===== src/rtl/key_scan_pkg.sv =====
// Shared types and helpers for the 4x4 keypad scanner.
package key_scan_pkg;

    localparam int unsigned ROWS   = 4;
    localparam int unsigned COLS   = 4;
    localparam int unsigned KEYS   = ROWS * COLS;
    localparam int unsigned CODE_W = 4;

    typedef enum logic [1:0] {
        ST_IDLE,
        ST_PRESS_DB,
        ST_PRESSED,
        ST_RELEASE_DB
    } state_t;

    typedef enum logic [1:0] {
        SNAP_NONE,
        SNAP_SINGLE,
        SNAP_MULTI
    } snap_class_t;

    // Classify a full-keypad snapshot by how many keys read as pressed.
    function automatic snap_class_t classify(input logic [KEYS-1:0] snap);
        logic [4:0] n;
        n = 5'd0;
        for (int i = 0; i < KEYS; i++) begin
            n = n + 5'(snap[i]);
        end
        if (n == 5'd0) begin
            return SNAP_NONE;
        end else if (n == 5'd1) begin
            return SNAP_SINGLE;
        end
        return SNAP_MULTI;
    endfunction

    // Index of the lowest set bit; only meaningful for a SINGLE snapshot.
    function automatic logic [CODE_W-1:0] lowest_index(input logic [KEYS-1:0] snap);
        logic [CODE_W-1:0] idx;
        idx = '0;
        for (int i = KEYS - 1; i >= 0; i--) begin
            if (snap[i]) begin
                idx = CODE_W'(i);
            end
        end
        return idx;
    endfunction

endpackage


===== src/rtl/row_sync.sv =====
// Two-stage synchronizer for the asynchronous keypad row lines; idles high.
module row_sync #(
    parameter int unsigned WIDTH = 4
) (
    input  logic             clock,
    input  logic             reset,
    input  logic [WIDTH-1:0] d,
    output logic [WIDTH-1:0] q
);

    logic [WIDTH-1:0] meta;

    always_ff @(posedge clock) begin
        if (reset) begin
            meta <= '1;
            q    <= '1;
        end else begin
            meta <= d;
            q    <= meta;
        end
    end

endmodule


===== src/rtl/key_scan.sv =====
// 4x4 keypad scanner: column drive, row sampling, snapshot debounce and key report.
module key_scan
    import key_scan_pkg::*;
#(
    parameter int unsigned SCAN_CYCLES    = 1000,
    parameter int unsigned DEBOUNCE_SCANS = 4
) (
    input  logic       clock,
    input  logic       reset,
    input  logic [3:0] row_,
    output logic [3:0] col_select_,
    output logic [3:0] key_code,
    output logic       key_valid,
    output logic       key_held
);

    localparam int unsigned DWELL_W = 16;
    localparam int unsigned CNT_W   = 4;
    localparam logic [DWELL_W-1:0] DWELL_LAST = DWELL_W'(SCAN_CYCLES - 1);
    localparam logic [CNT_W-1:0]   DB_TARGET  = CNT_W'(DEBOUNCE_SCANS);

    logic [ROWS-1:0]    row_q;
    logic [DWELL_W-1:0] dwell;
    logic [1:0]         column;
    logic [KEYS-1:0]    snap_acc;
    logic [KEYS-1:0]    snap_full;
    logic               sample_now;
    logic               scan_done;
    snap_class_t        snap_cls;
    logic [CODE_W-1:0]  snap_code;

    state_t             state;
    logic [CNT_W-1:0]   db_count;
    logic [CNT_W-1:0]   db_count_inc;
    logic [CODE_W-1:0]  candidate;

    row_sync #(.WIDTH(ROWS)) u_row_sync (
        .clock (clock),
        .reset (reset),
        .d     (row_),
        .q     (row_q)
    );

    // Snapshot as it stands once the currently driven column is folded in.
    always_comb begin
        sample_now   = (dwell == DWELL_LAST);
        scan_done    = sample_now && (column == 2'd3);
        snap_full    = snap_acc;
        for (int r = 0; r < ROWS; r++) begin
            snap_full[{2'(r), column}] = ~row_q[r];
        end
        snap_cls     = classify(snap_full);
        snap_code    = lowest_index(snap_full);
        db_count_inc = (db_count == '1) ? db_count : db_count + 4'd1;
    end

    // Free-running column scan, independent of the key FSM.
    always_ff @(posedge clock) begin
        if (reset) begin
            dwell       <= '0;
            column      <= 2'd0;
            col_select_ <= 4'b1110;
            snap_acc    <= '0;
        end else if (sample_now) begin
            dwell       <= '0;
            column      <= column + 2'd1;
            col_select_ <= ~(4'b0001 << (column + 2'd1));
            snap_acc    <= snap_full;
        end else begin
            dwell       <= dwell + 16'd1;
        end
    end

    // Press/release debounce; only moves on a completed scan.
    always_ff @(posedge clock) begin
        if (reset) begin
            state     <= ST_IDLE;
            db_count  <= '0;
            candidate <= '0;
            key_code  <= '0;
            key_valid <= 1'b0;
            key_held  <= 1'b0;
        end else begin
            key_valid <= 1'b0;
            if (scan_done) begin
                case (state)
                    ST_IDLE: begin
                        if (snap_cls == SNAP_SINGLE) begin
                            candidate <= snap_code;
                            if (DB_TARGET <= 4'd1) begin
                                state     <= ST_PRESSED;
                                db_count  <= '0;
                                key_code  <= snap_code;
                                key_valid <= 1'b1;
                                key_held  <= 1'b1;
                            end else begin
                                state    <= ST_PRESS_DB;
                                db_count <= 4'd1;
                            end
                        end
                    end
                    ST_PRESS_DB: begin
                        if (snap_cls == SNAP_SINGLE && snap_code == candidate) begin
                            if (db_count_inc >= DB_TARGET) begin
                                state     <= ST_PRESSED;
                                db_count  <= '0;
                                key_code  <= candidate;
                                key_valid <= 1'b1;
                                key_held  <= 1'b1;
                            end else begin
                                db_count <= db_count_inc;
                            end
                        end else if (snap_cls == SNAP_SINGLE) begin
                            candidate <= snap_code;
                            db_count  <= 4'd1;
                        end else begin
                            state    <= ST_IDLE;
                            db_count <= '0;
                        end
                    end
                    ST_PRESSED: begin
                        if (snap_cls == SNAP_NONE) begin
                            if (DB_TARGET <= 4'd1) begin
                                state    <= ST_IDLE;
                                db_count <= '0;
                                key_held <= 1'b0;
                            end else begin
                                state    <= ST_RELEASE_DB;
                                db_count <= 4'd1;
                            end
                        end
                    end
                    ST_RELEASE_DB: begin
                        if (snap_cls == SNAP_NONE) begin
                            if (db_count_inc >= DB_TARGET) begin
                                state    <= ST_IDLE;
                                db_count <= '0;
                                key_held <= 1'b0;
                            end else begin
                                db_count <= db_count_inc;
                            end
                        end else begin
                            state    <= ST_PRESSED;
                            db_count <= '0;
                        end
                    end
                    default: begin
                        state    <= ST_IDLE;
                        db_count <= '0;
                    end
                endcase
            end
        end
    end

endmodule


===== config.mk =====
export PLATFORM = sky130hd
export DESIGN_NAME = key_scan
export DESIGN_NICKNAME = d
export VERILOG_FILES = /design/src/rtl/key_scan_pkg.sv /design/src/rtl/row_sync.sv /design/src/rtl/key_scan.sv
export SDC_FILE = /design/constraint.sdc
export NUM_CORES = 1
export LEC_CHECK = 0
export BUFFER_PORTS_ARGS = -buffer_cell sky130_fd_sc_hd__buf_2
export CAP_MARGIN = 20
export CORE_MARGIN = 5
export CORE_UTILIZATION = 50
export CTS_CLUSTER_DIAMETER = 80
export DETAILED_ROUTE_END_ITERATION = 8
export GPL_TIMING_DRIVEN = 1
export HOLD_SLACK_MARGIN = 0.06
export PLACE_DENSITY = 0.67
export SETUP_SLACK_MARGIN = 0.1
export SKIP_LAST_GASP = 1
export SYNTH_ARGS = -nofsm -noshare
export SYNTH_HDL_FRONTEND = slang
export SYNTH_SLANG_ARGS = --single-unit

===== constraint.sdc =====
create_clock -name clock -period 6.94 [get_ports clock]
set_clock_uncertainty 0.2 [all_clocks]
set_input_delay 1.735 -clock clock [delete_from_list [all_inputs] [get_ports clock]]
set_output_delay 1.735 -clock clock [all_outputs]
set_load 0.05 [all_outputs]

==> metrics.txt <==
outcome=finished, final reports clean; critical path fanouts, max=8; synthesized area=0.00350 mm²; DP Area=around 0.0036 mm²; R2R setup slack=0.47 ns; drt total wl=between 7 and 8 mm; post-synth top area share=between 30 and 40%; leak pwr=about 1.6 nW; Worst-Margin Slew=0.753 ns; register bit total from synthesis=between 60 and 70; CTS clk-pin slew, worst paths=0.07 ns; DR DRC count=0; DRT iter0 DRCs=161; VDD IR-drop max=132 µV; startpoint class of the critical path=flop; Hold Vio Cnt, Final=0; drt wl/cell=14.5 µm; worst r2r dst=state[0]$_SDFFE_PP0P_; Core ar.=0.00679 mm²; Clock Root Buffer=clkbuf_8; top cell types by occurrence after synthesis=nor2_1, dfxtp_1, inv_1, nand2_1, a21oi_1; Slew headroom=49.8%; Setup crit end kind=flop; Mean Syn Cell Area=8.68 µm²; die height=93.7 µm; first-pass GRT wire length=13.2 mm; Cell Count, Final, Fillers Out=between 500 and 600; largest net degree at the start of global routing=44; dpl cells=around 500; fin crit period=between 6 and 7 ns; CP endpoint=state[0]$_SDFFE_PP0P_; DR vias=2838; CTS sink cnt=62; All-Layer GR Usage=19.0%; CP required=6.98 ns; fmax=155 MHz; Yosys cell types=59; Fin Setup TNS=0 ns; CP Class=flop to flop; Setup-failing EPs final=0; Boundary Pins=16; Pwr Density=about 180 mW/mm²; Synth Instances=roughly 400; row count=30; initial antenna violation count=0; CTS tree=built; most numerous cell in the Yosys netlist=nor2_1; Seq/Total Area, Yosys=35.5%; grt total ovfl=0; worst min-delay path class=flop to flop; Final GP Congestion=0.967; Die X=93.7 µm; fin nets=about 440; via-per-instance ratio=5.51; synth warn=0; area grow syn2layout=8.87%; vias in the first global route=2766; Buffers on Ports=15; TritonCTS Buffers=9; Synth area leaders=dfxtp_1, nor2_1, fa_1; DP HPWL=~5.5 mm; Critical Path Start=column[0]$_SDFFE_PP0N_; r2r startpoint=column[0]$_SDFFE_PP0N_; Post-synth EDFFs=0; worst-skew pair later-pin latency=about 0.34 ns; post_cts resized=0; Max-cap violations=0; Setup WS pre-CTS=0.392 ns; RSZ-0062 raised after global routing=no; r2r worst-path depth=21; Synth area leader=dfxtp_1; Antenna Nets Post-Route=0; syn nets=430; Worst EP arrival=6.51 ns; Hold-fix buffers, CTS=0; max-slew violations=0; Initial Util=51.5%; Synth Flop Type=dfxtp_1; drt pass-1 iters=5; final worst slack=0.468 ns; Antenna Cells=0; final period utilization=between 90% and 100%; Post CTS Setup Buffer Count=0; asr flop ratio synth=0%; die area=0.00877 mm²; clk buf depth=2; H-tree levels=3; share of layout cells above drive strength 1=13.8%; Final Cell Area=about 0.0038 mm²
kinds of logic (layout without fill, tap and decap cells):
kind of cell             Yosys count  after routing  share of synthesized area, %
AND/OR/NAND/NOR                  168            168                          24.5
AO/OA/AOI/OAI                     76             76                          16.6
flip-flops                        62             62                          35.5
buffers and inverters             43             59                          4.90
adder cells (fa/ha/maj)           21             21                          9.65
multiplexers                      17             17                          4.90
XOR/XNOR                          16             16                          4.00
critical path, stage by stage (launching register included):
cell	delay, ns
dfxtp_1	0.36
inv_1	0.09
ha_1	0.30
nand2b_1	0.19
o21ai_1	0.19
inv_1	0.13
fa_1	0.52
fa_1	0.52
fa_1	0.54
inv_1	0.05
fa_1	0.47
ha_1	0.16
inv_1	0.06
fa_1	0.38
a211oi_1	0.24
mux2i_1	0.13
nor4b_2	0.40
nand2b_1	0.16
or4_1	0.54
and3_1	0.20
a41oi_2	0.18
mux2_2	0.35
cell type report:
cell class,count,area (µm²)
clock buffer,10,138
clock inverter,6,37.5
fill,628,2980
inverter,27,101
multi-input combinational,298,2090
sequential,62,1240
tap,96,120
timing repair buffer,16,82.6
flip-flops by register name, indices dropped and copies added (netlist names):
register / flops
candidate: 4
col_select_: 4
column: 2
db_count: 4
dwell: 16
key_code: 4
key_held: 1
key_valid: 1
snap_acc: 16
state: 2
u_row_sync.meta: 4
u_row_sync.q: 4
where the power goes:
part | internal [mW] | switching [mW]
Clock | 0.137 | 0.148
Combinational | 0.0119 | 0.0198
Sequential | 0.359 | 0.00376
Total | 0.508 | 0.172
placed cells by master, fill, tap and decap left out, types with 2 or more instances in the layout:
| master | n |
|---|---|
| nor2_1 | 71 |
| dfxtp_1 | 62 |
| inv_1 | 26 |
| nand2_1 | 22 |
| a21oi_1 | 18 |
| mux2i_1 | 16 |
| nand2b_1 | 16 |
| buf_2 | 15 |
| or2_2 | 12 |
| xor2_1 | 11 |
| fa_1 | 10 |
| ha_1 | 10 |
| clkbuf_8 | 10 |
| nand3_1 | 9 |
| o211ai_1 | 8 |
| o21ai_0 | 7 |
| nor3_1 | 7 |
| o211a_1 | 7 |
| and3_1 | 5 |
| nand4_1 | 5 |
| xnor2_1 | 5 |
| o21a_1 | 4 |
| o311a_1 | 3 |
| nor3b_1 | 3 |
| and2_1 | 3 |
| o21ai_1 | 3 |
| nor4_1 | 3 |
| a21o_1 | 3 |
| o221ai_1 | 3 |
| a211o_1 | 3 |
| clkinvlp_4 | 3 |
| clkinv_2 | 3 |
| a211oi_1 | 2 |
| nor4b_2 | 2 |
| o2111ai_1 | 2 |
| a41oi_2 | 2 |
routing by layer:
metal	GRT usage, %	share of wire (%)	up-vias
met3	4.41	4.8	10
met5	0	0	-
li1	-	-	1419
met4	6.62	1.5	0
met2	28.9	45	72
met1	26.5	48	1337
worst min-delay path by stage:
stage	from	end	slack (ns)	cells after the start
finish	u_row_sync.meta[3]$_SDFF_PP1_	u_row_sync.q[3]$_SDFF_PP1_	0.21	1
global route	u_row_sync.meta[0]$_SDFF_PP1_	u_row_sync.q[0]$_SDFF_PP1_	0.22	1
floorplan	u_row_sync.meta[0]$_SDFF_PP1_	u_row_sync.q[0]$_SDFF_PP1_	0.19	1
detailed placement	u_row_sync.meta[3]$_SDFF_PP1_	u_row_sync.q[3]$_SDFF_PP1_	0.20	1
global placement	u_row_sync.meta[2]$_SDFF_PP1_	u_row_sync.q[2]$_SDFF_PP1_	0.19	1
CTS	u_row_sync.meta[3]$_SDFF_PP1_	u_row_sync.q[3]$_SDFF_PP1_	0.21	1
stage by stage:
| stage | power (mW) | utilization, % | hold WS [ns] |
|---|---|---|---|
| CTS | 0.690 | 56.0 | 0.213 |
| detailed placement | 0.403 | 53.5 | 0.195 |
| finish | 0.680 | 56.1 | 0.211 |
| floorplan | 0.395 | - | 0.189 |
| global route | 0.709 | 56.1 | 0.222 |
| global placement | 0.402 | 53.5 | 0.192 |
Power figures use the tool's default switching activity.
